<file path="src/rtl/sample_read_arbiter.sv">
// rtl/sample_read_arbiter.sv - round-robin arbiter for the sample BRAM read port with tagged fixed-latency returns
// Optional: define SAMPLE_READ_ARB_PRIO0_EN to give requester 0 absolute priority.
module sample_read_arbiter #(
  parameter int NUM_REQ      = 4,
  parameter int ADDR_WIDTH   = 18,
  parameter int SAMPLE_WIDTH = 16,
  parameter int READ_LATENCY = 2
) (
  input  logic                          clk_in,
  input  logic                          rst_in,
  input  logic [NUM_REQ-1:0]            req_in,
  input  logic [NUM_REQ*ADDR_WIDTH-1:0] addr_in,
  output logic [NUM_REQ-1:0]            gnt_out,
  output logic [NUM_REQ-1:0]            rvalid_out,
  output logic [SAMPLE_WIDTH-1:0]       rdata_out,
  input  logic                          mem_busy_in,
  output logic                          drained_out,
  output logic [ADDR_WIDTH-1:0]         bram_addr_out,
  output logic                          bram_en_out,
  input  logic [SAMPLE_WIDTH-1:0]       bram_data_in
);

  localparam int PTR_W = (NUM_REQ > 1) ? $clog2(NUM_REQ) : 1;

  typedef enum logic [1:0] {ARB, DRAIN, BLOCKED} state_t;

  state_t                  state, state_nxt;
  logic [PTR_W-1:0]        rr_ptr, rr_ptr_nxt;
  logic                    rr_hit, prio_hit, grant_nxt, in_flight;
  logic [PTR_W-1:0]        rr_win, win_idx, gnt_idx;
  logic [PTR_W:0]          scan_sum;
  logic [NUM_REQ-1:0]      gnt_nxt;
  logic [READ_LATENCY-1:0] tag_vld;
  logic [PTR_W-1:0]        tag_idx [READ_LATENCY];
  logic [SAMPLE_WIDTH-1:0] rdata_q;

  // Reverse scan so the lowest offset from rr_ptr is the last (winning) assignment.
  always_comb begin
    rr_hit   = 1'b0;
    rr_win   = '0;
    scan_sum = '0;
    for (int k = NUM_REQ - 1; k >= 0; k--) begin
      scan_sum = {1'b0, rr_ptr} + (PTR_W+1)'(k);
      if (scan_sum >= (PTR_W+1)'(NUM_REQ)) scan_sum = scan_sum - (PTR_W+1)'(NUM_REQ);
      if (req_in[scan_sum[PTR_W-1:0]]) begin
        rr_hit = 1'b1;
        rr_win = scan_sum[PTR_W-1:0];
      end
    end
  end

`ifdef SAMPLE_READ_ARB_PRIO0_EN
  assign prio_hit = req_in[0];
`else
  assign prio_hit = 1'b0;
`endif

  // A read is in flight from the cycle bram_en_out is high until its rvalid cycle.
  assign in_flight = bram_en_out | (|tag_vld);

  always_ff @(posedge clk_in or negedge rst_in) begin
    if (!rst_in) state <= ARB;
    else         state <= state_nxt;
  end

  always_comb begin
    state_nxt  = state;
    rr_ptr_nxt = rr_ptr;
    grant_nxt  = 1'b0;
    win_idx    = rr_win;
    gnt_nxt    = '0;
    case (state)
      ARB: begin
        if (mem_busy_in) begin
          state_nxt = DRAIN;
        end else if (prio_hit) begin
          grant_nxt = 1'b1;
          win_idx   = '0;
        end else if (rr_hit) begin
          grant_nxt  = 1'b1;
          win_idx    = rr_win;
          rr_ptr_nxt = (rr_win == PTR_W'(NUM_REQ - 1)) ? '0 : rr_win + PTR_W'(1);
        end
      end
      DRAIN: begin
        if (!mem_busy_in)    state_nxt = ARB;
        else if (!in_flight) state_nxt = BLOCKED;
      end
      BLOCKED: begin
        if (!mem_busy_in) state_nxt = ARB;
      end
      default: state_nxt = ARB;
    endcase
    if (grant_nxt) gnt_nxt[win_idx] = 1'b1;
  end

  always_ff @(posedge clk_in or negedge rst_in) begin
    if (!rst_in) begin
      rr_ptr        <= '0;
      gnt_out       <= '0;
      gnt_idx       <= '0;
      bram_en_out   <= 1'b0;
      bram_addr_out <= '0;
      tag_vld       <= '0;
      rdata_q       <= '0;
      for (int k = 0; k < READ_LATENCY; k++) tag_idx[k] <= '0;
    end else begin
      rr_ptr      <= rr_ptr_nxt;
      gnt_out     <= gnt_nxt;
      bram_en_out <= grant_nxt;
      if (grant_nxt) begin
        gnt_idx       <= win_idx;
        bram_addr_out <= addr_in[win_idx*ADDR_WIDTH +: ADDR_WIDTH];
      end
      // Tag stage 0 follows the issued read, so the last stage lines up with BRAM data.
      tag_vld[0] <= bram_en_out;
      tag_idx[0] <= gnt_idx;
      for (int k = 1; k < READ_LATENCY; k++) begin
        tag_vld[k] <= tag_vld[k-1];
        tag_idx[k] <= tag_idx[k-1];
      end
      if (tag_vld[READ_LATENCY-1]) rdata_q <= bram_data_in;
    end
  end

  always_comb begin
    rvalid_out = '0;
    if (tag_vld[READ_LATENCY-1]) rvalid_out[tag_idx[READ_LATENCY-1]] = 1'b1;
  end

  assign rdata_out   = tag_vld[READ_LATENCY-1] ? bram_data_in : rdata_q;
  assign drained_out = (state == BLOCKED);

endmodule

</file>
<file path="config.mk">
export PLATFORM = sky130hd
export DESIGN_NAME = sample_read_arbiter
export DESIGN_NICKNAME = d
export VERILOG_FILES = /design/src/rtl/sample_read_arbiter.sv
export SDC_FILE = /design/constraint.sdc
export NUM_CORES = 1
export LEC_CHECK = 0
export ABC_CLOCK_PERIOD_IN_PS = 3060
export BUFFER_PORTS_ARGS = -buffer_cell sky130_fd_sc_hd__buf_2
export CORE_UTILIZATION = 47
export DETAILED_ROUTE_END_ITERATION = 12
export GPL_ROUTABILITY_DRIVEN = 0
export MAX_ROUTING_LAYER = met4
export PLACE_DENSITY_LB_ADDON = 0.08
export SYNTH_ARGS = -nofsm -noshare
export SYNTH_HDL_FRONTEND = slang
export SYNTH_SLANG_ARGS = --single-unit
export TNS_END_PERCENT = 10
</file>
<file path="constraint.sdc">
create_clock -name clk_in -period 3.06 [get_ports clk_in]
set_clock_uncertainty 0.05 [all_clocks]
set_input_delay 0.306 -clock clk_in [delete_from_list [all_inputs] [get_ports clk_in]]
set_output_delay 0.306 -clock clk_in [all_outputs]
set_load 0.03 [all_outputs]
</file>
# Word-level counts from Yosys, hierarchy flattened
# Cells that the tools add are included.
# word_totals
register_bits	51
out_inout_bits	44
elab_cells	82
inputBits	95
# classes
muxes	36
n_bitwise	2
n_reduce_logical	6
multipliers	1
n_eq_ne	6
order_cmp	12
add_sub_neg	8
n_shift	1
# op_table
op	count
$shiftx A72 B8 Y18	1
$mux W2	13
$lt A2 B3 Y1 const B	6
$mux W16	1
$mux W1	13
$ge A3 B3 Y1 const B	3
$bmux W1 S2	4
$mux W4	2
$sub A2 B1 Y2 const B	4
$add A2 B2 Y3 const B	2
$mul A2 B4 Y6 const B	1
$pmux W2 S3	1
$reduce_and A3 Y1	2
$demux W1 S2	2
$eq A2 B2 Y1 const B	2
$ge A2 B1 Y1 const B	2
$ne A2 B2 Y1 const B	2
$add A2 B1 Y3 const B	1
$ge A2 B3 Y1 const B	1
$ne A3 B3 Y1 const B	1
$add A2 B1 Y2 const B	1
$eq A2 B1 Y1 const B	1
$logic_and A1 B1 Y1	2
$logic_not A2 Y1	1
3 further kinds	3

# Logic depth before layout (Yosys ltp)
# Gate-level depths: netlist of the first run.
# depth
depth_word	14
ltp_mapped	9
mapped_depth_nobuf	7

# Worst setup path after synthesis of the first run
# OpenSTA, ideal clock, no wires.
# synth_path
path_type	reg-to-output
start	register tag_vld[1]
end	output rvalid_out[0]
stages_incl_launch_ff	3
t_arrival_ps	1430
setup_slack_ps	1274
t_required_ps	2704
n_path_buf	1
cell_sequence	dfrtp_1 -> buf_1 -> nor3b_1
# synth_via
elab_chain_len	1
# synth_lines
element	line_no	text
start, declared	33	logic [READ_LATENCY-1:0] tag_vld;
start signal, assigned by index	119	tag_vld[k] <= tag_vld[k-1];
$mux W4	128	if (tag_vld[READ_LATENCY-1]) rvalid_out[tag_idx[READ_LATENCY-1]] = 1'b1;
end, declared	14	output logic [NUM_REQ-1:0] rvalid_out,
# Every way passes these cells.

# Final worst setup path of the first run
# layout_path
start	register tag_vld[1]
end	output rdata_out[3]
# layout_via
elab_chain_len	1
# layout_lines
element	line_no	text
$mux W16	-	
end, declared	15	output logic [SAMPLE_WIDTH-1:0] rdata_out,
# Every way passes these cells.

==> flow_summary.toml, run 1 <==
[setup_path]
worst_setup_path_end_kind = "output pin"
cp_cell_sequence = "mux2_2 > buf_2"
cpPeakStageDelay_ns = 0.86
crit_arrival_ns = 1.77
crit_required_ns = 2.70
critPathKind = "flop to output pin"
crit_path_start_kind = "flop"
cp_slowest_cell = "dfrtp_1"
worstPathMaxFanout = 22

[clock_network]
postCtsSetupRepairBufs = 0
clk_latency_ns = 0.30
tritoncts = "done"
cts_inserted_buffers = 5
cts_max_path_buffers = 2
htree_levels = 2
cts_sinks = 51
root_buffer = "clkbuf_8"
clkSlewWorstSetupHoldPaths_ns = 0.09

[placed_design]
pre_cts_ws_ns = 1.01
dp_hpwl_mm = 4.11
dp.cells = 392
port_buffers = 138

[timing]
maxSlewHeadroom_pct = 48.3
whs_ns = 0.197
tightest_slew_ns = 0.776
drv_slew = 0
hold_violations = 0
fmaxAchievable_ghz = 0.471
period_needed_ns = 2.12
fin_ws_ns = 0.937
setup_viol = 0
final.setup.tns_ns = 0
min_period_over_period_pct = 69.4
rsz0062_at_grt = "false"

[layout]
diodes = 0
final_util_pct = 67.6
fin_cells = 401
drive_above_1_share_pct = 53.9
area_growth_pct = 34.7
nNetsFinal = 429

[pwr]
max-vdd-ir-drop_v = 0.000438
pwr_density_cell_nw_per_um2 = 836
combPwrFrac_pct = 47.4
swShare_pct = 42.5
p_leak_uw = 0.00178
intPower_uw = 1580
p_switching_uw = 1160
pwr-share-seq_pct = 37.8
p_clk_share_pct = 14.7

[global_routing]
track_usage_pct = 21.7
grt_pass1_vias = 1908
grt_pass1_wl_mm = 8.69
grt_antenna_before_repair = 0
overflow = 0
grt_max_degree = 28

[floorplan]
die-height_um = 74.0
rows = 25
dieWidth_um = 74.0
core_region_area_sq_um = 4850
start_util_pct = 50.2
die_area_sq_um = 5470
pin_count = 139

[routing]
drt_iter0_markers = 63
drc_errors = 0
num_vias = 1994
routedWlPerCell_um = 13.6
via_per_inst = 4.97
ant_nets = 0
wirelength_mm = 5.44
first_pass_iters = 4

[yosys]
synth_edf_count = 0
netlist-cell-type-count = 31
syn_inst = 195
yosys_warnings = 0
async_flop_share_pct = 100
synth_area_sq_um = 2430
yosysSeqAreaShare_pct = 52.4
avgSynthCellArea_sq_um = 12.5
synthFlopType = "dfrtp_1"
synth_seq_cells = 51
syn-num-nets = 291

[flow_run]
maxCapViolations = 0

[worst_hold_path]
hold_path_class = "input pin to flop"

[run_status]
status = "finished clean"
==> worst max-delay path: cells and delay by family (launching register included) <==
kind                   cells  cell delay, ns
multiplexers               1            0.43
flip-flops                 1            0.86
buffers and inverters      1            0.18
==> layout make-up <==
| cell class | count | area, sq um |
|---|---|---|
| clock inverter | 2 | 16.3 |
| multi-input combinational | 125 | 1050 |
| clock buffer | 6 | 82.6 |
| fill | 414 | 1570 |
| tap | 67 | 83.8 |
| sequential | 51 | 1280 |
| inverter | 6 | 27.5 |
| timing repair buffer | 144 | 738 |
==> cell usage in the layout (no fill, tap or decap), types with 3 or more instances in the layout <==
master / n
o221ai_2: 10
buf_2: 138
mux2i_1: 36
buf_4: 5
dfrtp_1: 51
o221ai_1: 8
clkbuf_8: 6
nand2_1: 25
inv_1: 5
nor2_1: 6
nand2b_1: 4
a21oi_1: 3
mux2_2: 16
==> Yosys cell counts (2+ instances only) <==
master	n	share of area (%)
dfrtp_1	51	52
mux2i_1	36	15
nand2_1	25	3.9
mux2_2	16	7.4
o221ai_2	10	6.2
o221ai_1	8	2.9
nor2_1	6	0.92
inv_1	5	0.77
buf_2	4	0.82
nand2b_1	4	1.0
a21oi_1	3	0.62
buf_6	3	1.4
buf_1	2	0.31
buf_4	2	0.62
clkbuf_1	2	0.31
nor4_1	2	0.51
o21a_1	2	0.62
==> path summary, 6_finish.rpt <==
path                                  start                to  slack (ns)  depth (start not counted)
setup / recovery                 tag_vld[1]      rdata_out[3]        0.94                          2
hold / removal             bram_data_in[14]       rdata_q[14]        0.20                          2
hold reg to reg                  tag_idx[3]        tag_idx[1]        0.32                          0
min in group asynchronous            rst_in       rdata_q[11]        0.47                          2
setup reg to reg                  rr_ptr[1]  bram_addr_out[2]        1.05                          6
max in group asynchronous            rst_in        gnt_idx[0]        1.74                          3
==> sequential cells by signal (all words and copies together) (netlist names) <==
name           cells
bram_addr_out     18
bram_en_out        1
gnt_idx            2
gnt_out            4
rdata_q           16
rr_ptr             2
state              2
tag_idx            4
tag_vld            2
==> repair_timing <==
item / 4_1_cts / 5_1_grt
hold buffers: 1 / 0
hold endpoints to repair: 24 / 0
resized for setup: 0 / 0
==> cell families after synthesis <==
group / share of synthesized area (%)
buffers and inverters: 4.57
AO/OA/AOI/OAI: 12.2
adder cells (fa/ha/maj): 0.514
flip-flops: 52.4
AND/OR/NAND/NOR: 8.07
multiplexers: 22.2
==> metrics by stage <==
step	power, uW	area, sq um
finish	2740	3280
global route	2920	3280
CTS	2770	3280
detailed placement	2370	3170
global placement	2340	3170
floorplan	1990	2430
==> layer usage <==
layer,wire [um],global-route usage [%]
met3,319,5.15
met1,2340,26.8
met2,2700,34.9
met4,82,7.48
met5,0,-
==> power by group through the flow <==
| stage | combinational [uW] | clock (uW) | sequential, uW |
|---|---|---|---|
| 2_1_floorplan | 704 | 0 | 1290 |
| 3_3_place_gp | 1290 | 0 | 1040 |
| 3_5_place_dp | 1320 | 0 | 1050 |
| 4_1_cts | 1320 | 417 | 1040 |
| 5_1_grt | 1400 | 442 | 1070 |
| 6_report | 1300 | 404 | 1040 |
Note: power is estimated with default switching activity, not from simulation.
==> run 2, diff against run 1 <==
- ABC_CLOCK_PERIOD_IN_PS: 3060 -> 1900
- CORE_UTILIZATION: 47 -> 40
- clock period: 3.06 -> 1.9 ns (I/O delays scaled with it)
==> flow_summary.toml, run 2 (synthesis results as in run 1) <==
[setup_path]
critPathKind = "flop to output pin"
worst_setup_path_end_kind = "output pin"
critPathTopFamily = "flip-flops"
worstPathMaxFanout = 19
reg2reg_depth = 5
cpPeakStageDelay_ns = 0.63
crit_required_ns = 1.66
crit_arrival_ns = 1.52
cp_cell_sequence = "buf_4 > nor3b_1 > buf_2"
crit_buf_inv = 2
crit_path_start_kind = "flop"
cp_slowest_cell = "dfrtp_2"
worst-path-stages = 3

[layout]
area_growth_pct = 37.2
nNetsFinal = 434
final_common_cell = "buf_2"
top_register = "bram_addr_out"
final_cell_mix = "buf_2 (138), dfrtp_1 (50), mux2i_1 (36)"
drive_above_1_share_pct = 54.9
largest_reg_flops = 18
n_fill_cell = 524
top_regs = "bram_addr_out x18, rdata_q x16"
diodes = 0

[clock_network]
clkSlewWorstSetupHoldPaths_ns = 0.09
cts_sinks = 51
cts_max_path_buffers = 2
htree_levels = 2
cts_inserted_buffers = 5
postCtsSetupRepairBufs = 0
clk_latency_ns = 0.30
tritoncts = "done"
root_buffer = "clkbuf_8"

[global_routing]
grt_use_met1_pct = 20.5
grt_pass1_vias = 1873
met3_usage_pct = 3.20
grt_antenna_before_repair = 0
grt_pass1_wl_mm = 8.27
grt_max_degree = 27
track_usage_pct = 17.2
use_met2_pct = 29.8
overflow = 0
grt_busiest_layer = "met2"

[timing]
fmaxAchievable_ghz = 0.569
fin_ws_ns = 0.142
rsz0062_at_grt = "false"
setup_viol = 0
hold_violations = 0
whs_ns = 0.0822
final.setup.tns_ns = 0
period_needed_ns = 1.76
tightest_slew_ns = 0.428
maxSlewHeadroom_pct = 71.3
min_period_over_period_pct = 92.5
drv_slew = 0

[pwr]
max-vdd-ir-drop_v = 0.000594
pwr_density_cell_nw_per_um2 = 1330
p_switching_uw = 1880
intPower_uw = 2570
combPwrFrac_pct = 47.9
p_leak_uw = 0.00181
p_clk_share_pct = 14.5
pwr-share-seq_pct = 37.5
swShare_pct = 42.2

[routing]
drc_errors = 0
num_vias = 2036
ant_nets = 0
routedWlPerCell_um = 12.9
wirelength_mm = 5.36
via_per_inst = 4.92
drt_iter0_markers = 70
first_pass_iters = 6

[floorplan]
core_region_area_sq_um = 5890
pin_count = 139
die_area_sq_um = 6400
start_util_pct = 41.4
rows = 28
die-height_um = 80.0
dieWidth_um = 80.0

[worst_hold_path]
hold_depth = 2
hold_path_class = "input pin to flop"

[placed_design]
dp_hpwl_mm = 4.15
port_buffers = 138
pre_cts_ws_ns = 0.144

[run_status]
status = "finished clean"

[flow_run]
maxCapViolations = 0
run 2: cell types whose count changed in the layout (fill, tap and decap cells not counted), sizes merged:
cell and delta:
buf +5
run 2: power groups by stage:
stage | Combinational [uW] | Clock [uW] | Sequential (uW)
final | 2130 | 647 | 1670
after global routing | 2290 | 706 | 1730
after CTS | 2160 | 667 | 1670
after detailed placement | 2160 | 0 | 1690
after global placement | 2130 | 0 | 1680
after floorplan | 1130 | 0 | 2070
run 2: final cells by class:
cell class	instances	area [sq um]	area share [%]
Clock buffer	6	82.6	2.47
Clock inverter	2	16.3	0.487
Sequential cell	51	1280	38.2
Timing Repair Buffer	149	788	23.6
Tap cell	75	93.8	2.81
Multi-Input combinational cell	125	1050	31.6
Inverter	6	27.5	0.824
run 2: final timing paths:
kind                                  startpoint               end  slack, ns
worst min-delay path            bram_data_in[14]       rdata_q[14]       0.08
max in group asynchronous                 rst_in        tag_vld[1]       1.12
worst max register to register          state[0]  bram_addr_out[9]       0.15
worst max-delay path                  tag_vld[1]     rvalid_out[0]       0.14
worst min register to register        tag_idx[2]        tag_idx[0]       0.31
min in group asynchronous                 rst_in       rdata_q[14]       0.16
run 2: routing by layer:
| metal | routed length [um] | vias to the layer above | share of wire [%] |
|---|---|---|---|
| li1 | - | 989 | - |
| met1 | 2320 | 938 | 43 |
| met2 | 2610 | 103 | 49 |
| met3 | 365 | 6 | 6.8 |
| met4 | 51 | 0 | 0.95 |
| met5 | 0 | - | 0 |
run 2: per-stage QoR:
step	power (uW)	cells	instance area, sq um	util [%]
2_1_floorplan	3210	195	2430	-
3_3_place_gp	3810	405	3230	54.9
3_5_place_dp	3850	405	3230	54.9
4_1_cts	4500	414	3340	56.8
5_1_grt	4720	414	3340	56.8
6_report	4450	414	3340	56.8
run 2: repair_timing:
item                                   CTS  global route
hold buffers                             1             0
endpoints found under the hold margin   51             0
setup endpoints to repair               20             0
gates resized for setup                  1             0
==> run 3, diff against run 2 <==
- ABC_CLOCK_PERIOD_IN_PS: 1900 -> 1800
- CAP_MARGIN: unset -> 20
- CORE_UTILIZATION: 40 -> 44
- clock period: 1.9 -> 1.8 ns (I/O delays scaled with it)
==> flow_summary.toml, run 3 (synthesis results as in run 1) <==
[run_status]
status = "finished clean"

[floorplan]
pin_count = 139
rows = 26
dieWidth_um = 76.4
start_util_pct = 46.8
die_area_sq_um = 5840
core_region_area_sq_um = 5200
die-height_um = 76.4

[timing]
fmaxAchievable_ghz = 0.580
final.setup.tns_ns = 0
drv_slew = 0
min_period_over_period_pct = 95.8
period_needed_ns = 1.72
maxSlewHeadroom_pct = 78.3
setup_viol = 0
tightest_slew_ns = 0.326
fin_ws_ns = 0.0764
rsz0062_at_grt = "false"
hold_violations = 0
whs_ns = 0.0725

[setup_path]
cp-startpoint = "tag_vld[1]"
r2r_end = "bram_addr_out[16]"
cpPeakStageDelay_ns = 0.47
cp_slowest_cell = "dfrtp_2"
worstPathMaxFanout = 16
critPathTopFamily = "flip-flops"
crit_required_ns = 1.57
cp_cell_sequence = "buf_8 > mux2_2 > buf_2"
critPathKind = "flop to output pin"
reg2reg_depth = 6
crit_buf_inv = 2
r2r_start = "rr_ptr[0]"
r2r_slack_ns = 0.10
crit_path_start_kind = "flop"
crit_arrival_ns = 1.49
worst_setup_path_end_kind = "output pin"

[clock_network]
cts_inserted_buffers = 5
clkSlewWorstSetupHoldPaths_ns = 0.09
tritoncts = "done"
root_buffer = "clkbuf_8"
cts_max_path_buffers = 2
cts_sinks = 51
htree_levels = 2
clk_latency_ns = 0.30

[layout]
top_register = "bram_addr_out"
largest_reg_flops = 18
nNetsFinal = 438
diodes = 0
top_regs = "bram_addr_out x18, rdata_q x16"
area_growth_pct = 39.9
final_util_pct = 65.5
final_common_cell = "buf_2"
final_cell_mix = "buf_2 (138), dfrtp_1 (50), mux2i_1 (34)"
drive_above_1_share_pct = 56.9

[global_routing]
overflow = 0
track_usage_pct = 20.5
grt_pass1_wl_mm = 9.24
grt_max_degree = 26
grt_antenna_before_repair = 0
grt_pass1_vias = 2032

[routing]
routedWlPerCell_um = 13.7
wirelength_mm = 5.67
drc_errors = 0
ant_nets = 0
first_pass_iters = 4
drt_iter0_markers = 113
num_vias = 2034
via_per_inst = 4.92

[pwr]
p_leak_uw = 0.00183
pwr_density_cell_nw_per_um2 = 1400
p_total_uw = 4780
max-vdd-ir-drop_v = 0.000807

[worst_hold_path]
hold_path_class = "input pin to flop"
min_from = "bram_data_in[3]"
hold_depth = 2
worstHoldEndpoint = "rdata_q[3]"

[placed_design]
port_buffers = 138
dp_hpwl_mm = 4.47
pre_cts_ws_ns = 0.0562

[flow_run]
maxCapViolations = 0
## run 3: final cells by class
class	instances	area [sq um]
fill	445	1800
inverter	6	27.5
multi-input combinational	125	1070
tap	70	87.6
timing repair buffer	153	851
sequential	51	1280
clock inverter	3	20.0
clock buffer	5	68.8
## run 3: metal layers
layer | vias to the layer above | GRT usage (%) | wire length, um
met5 | - | - | 0
met4 | 0 | 7.50 | 57
met3 | 6 | 3.71 | 289
met2 | 85 | 35.2 | 2900
met1 | 949 | 24.0 | 2430
li1 | 994 | - | -
## run 3: worst max-delay path by stage
stage	end	cells after the start
after floorplan	rr_ptr[1]	9
after global placement	bram_addr_out[9]	5
after detailed placement	bram_addr_out[16]	6
after CTS	rdata_out[1]	3
after global routing	rdata_out[1]	3
final	rdata_out[15]	3
## run 3: repair_timing
action	CTS	global route
endpoints found under the setup margin	12	26
buffers inserted	0	1
hold buffers	1	0
gates resized for setup	2	6
endpoints found under the hold margin	51	0
## run 3: stage by stage
stage,cell area (sq um),instances
floorplan,2430,195
global placement,3270,403
detailed placement,3270,403
CTS,3380,412
global route,3410,413
finish,3410,413
## run 3: report_power, final
part | total [uW] | switching (uW) | internal (uW)
clock network | 639 | 368 | 271
registers | 1760 | 206 | 1550
logic | 2390 | 1440 | 944
total | 4780 | 2020 | 2770
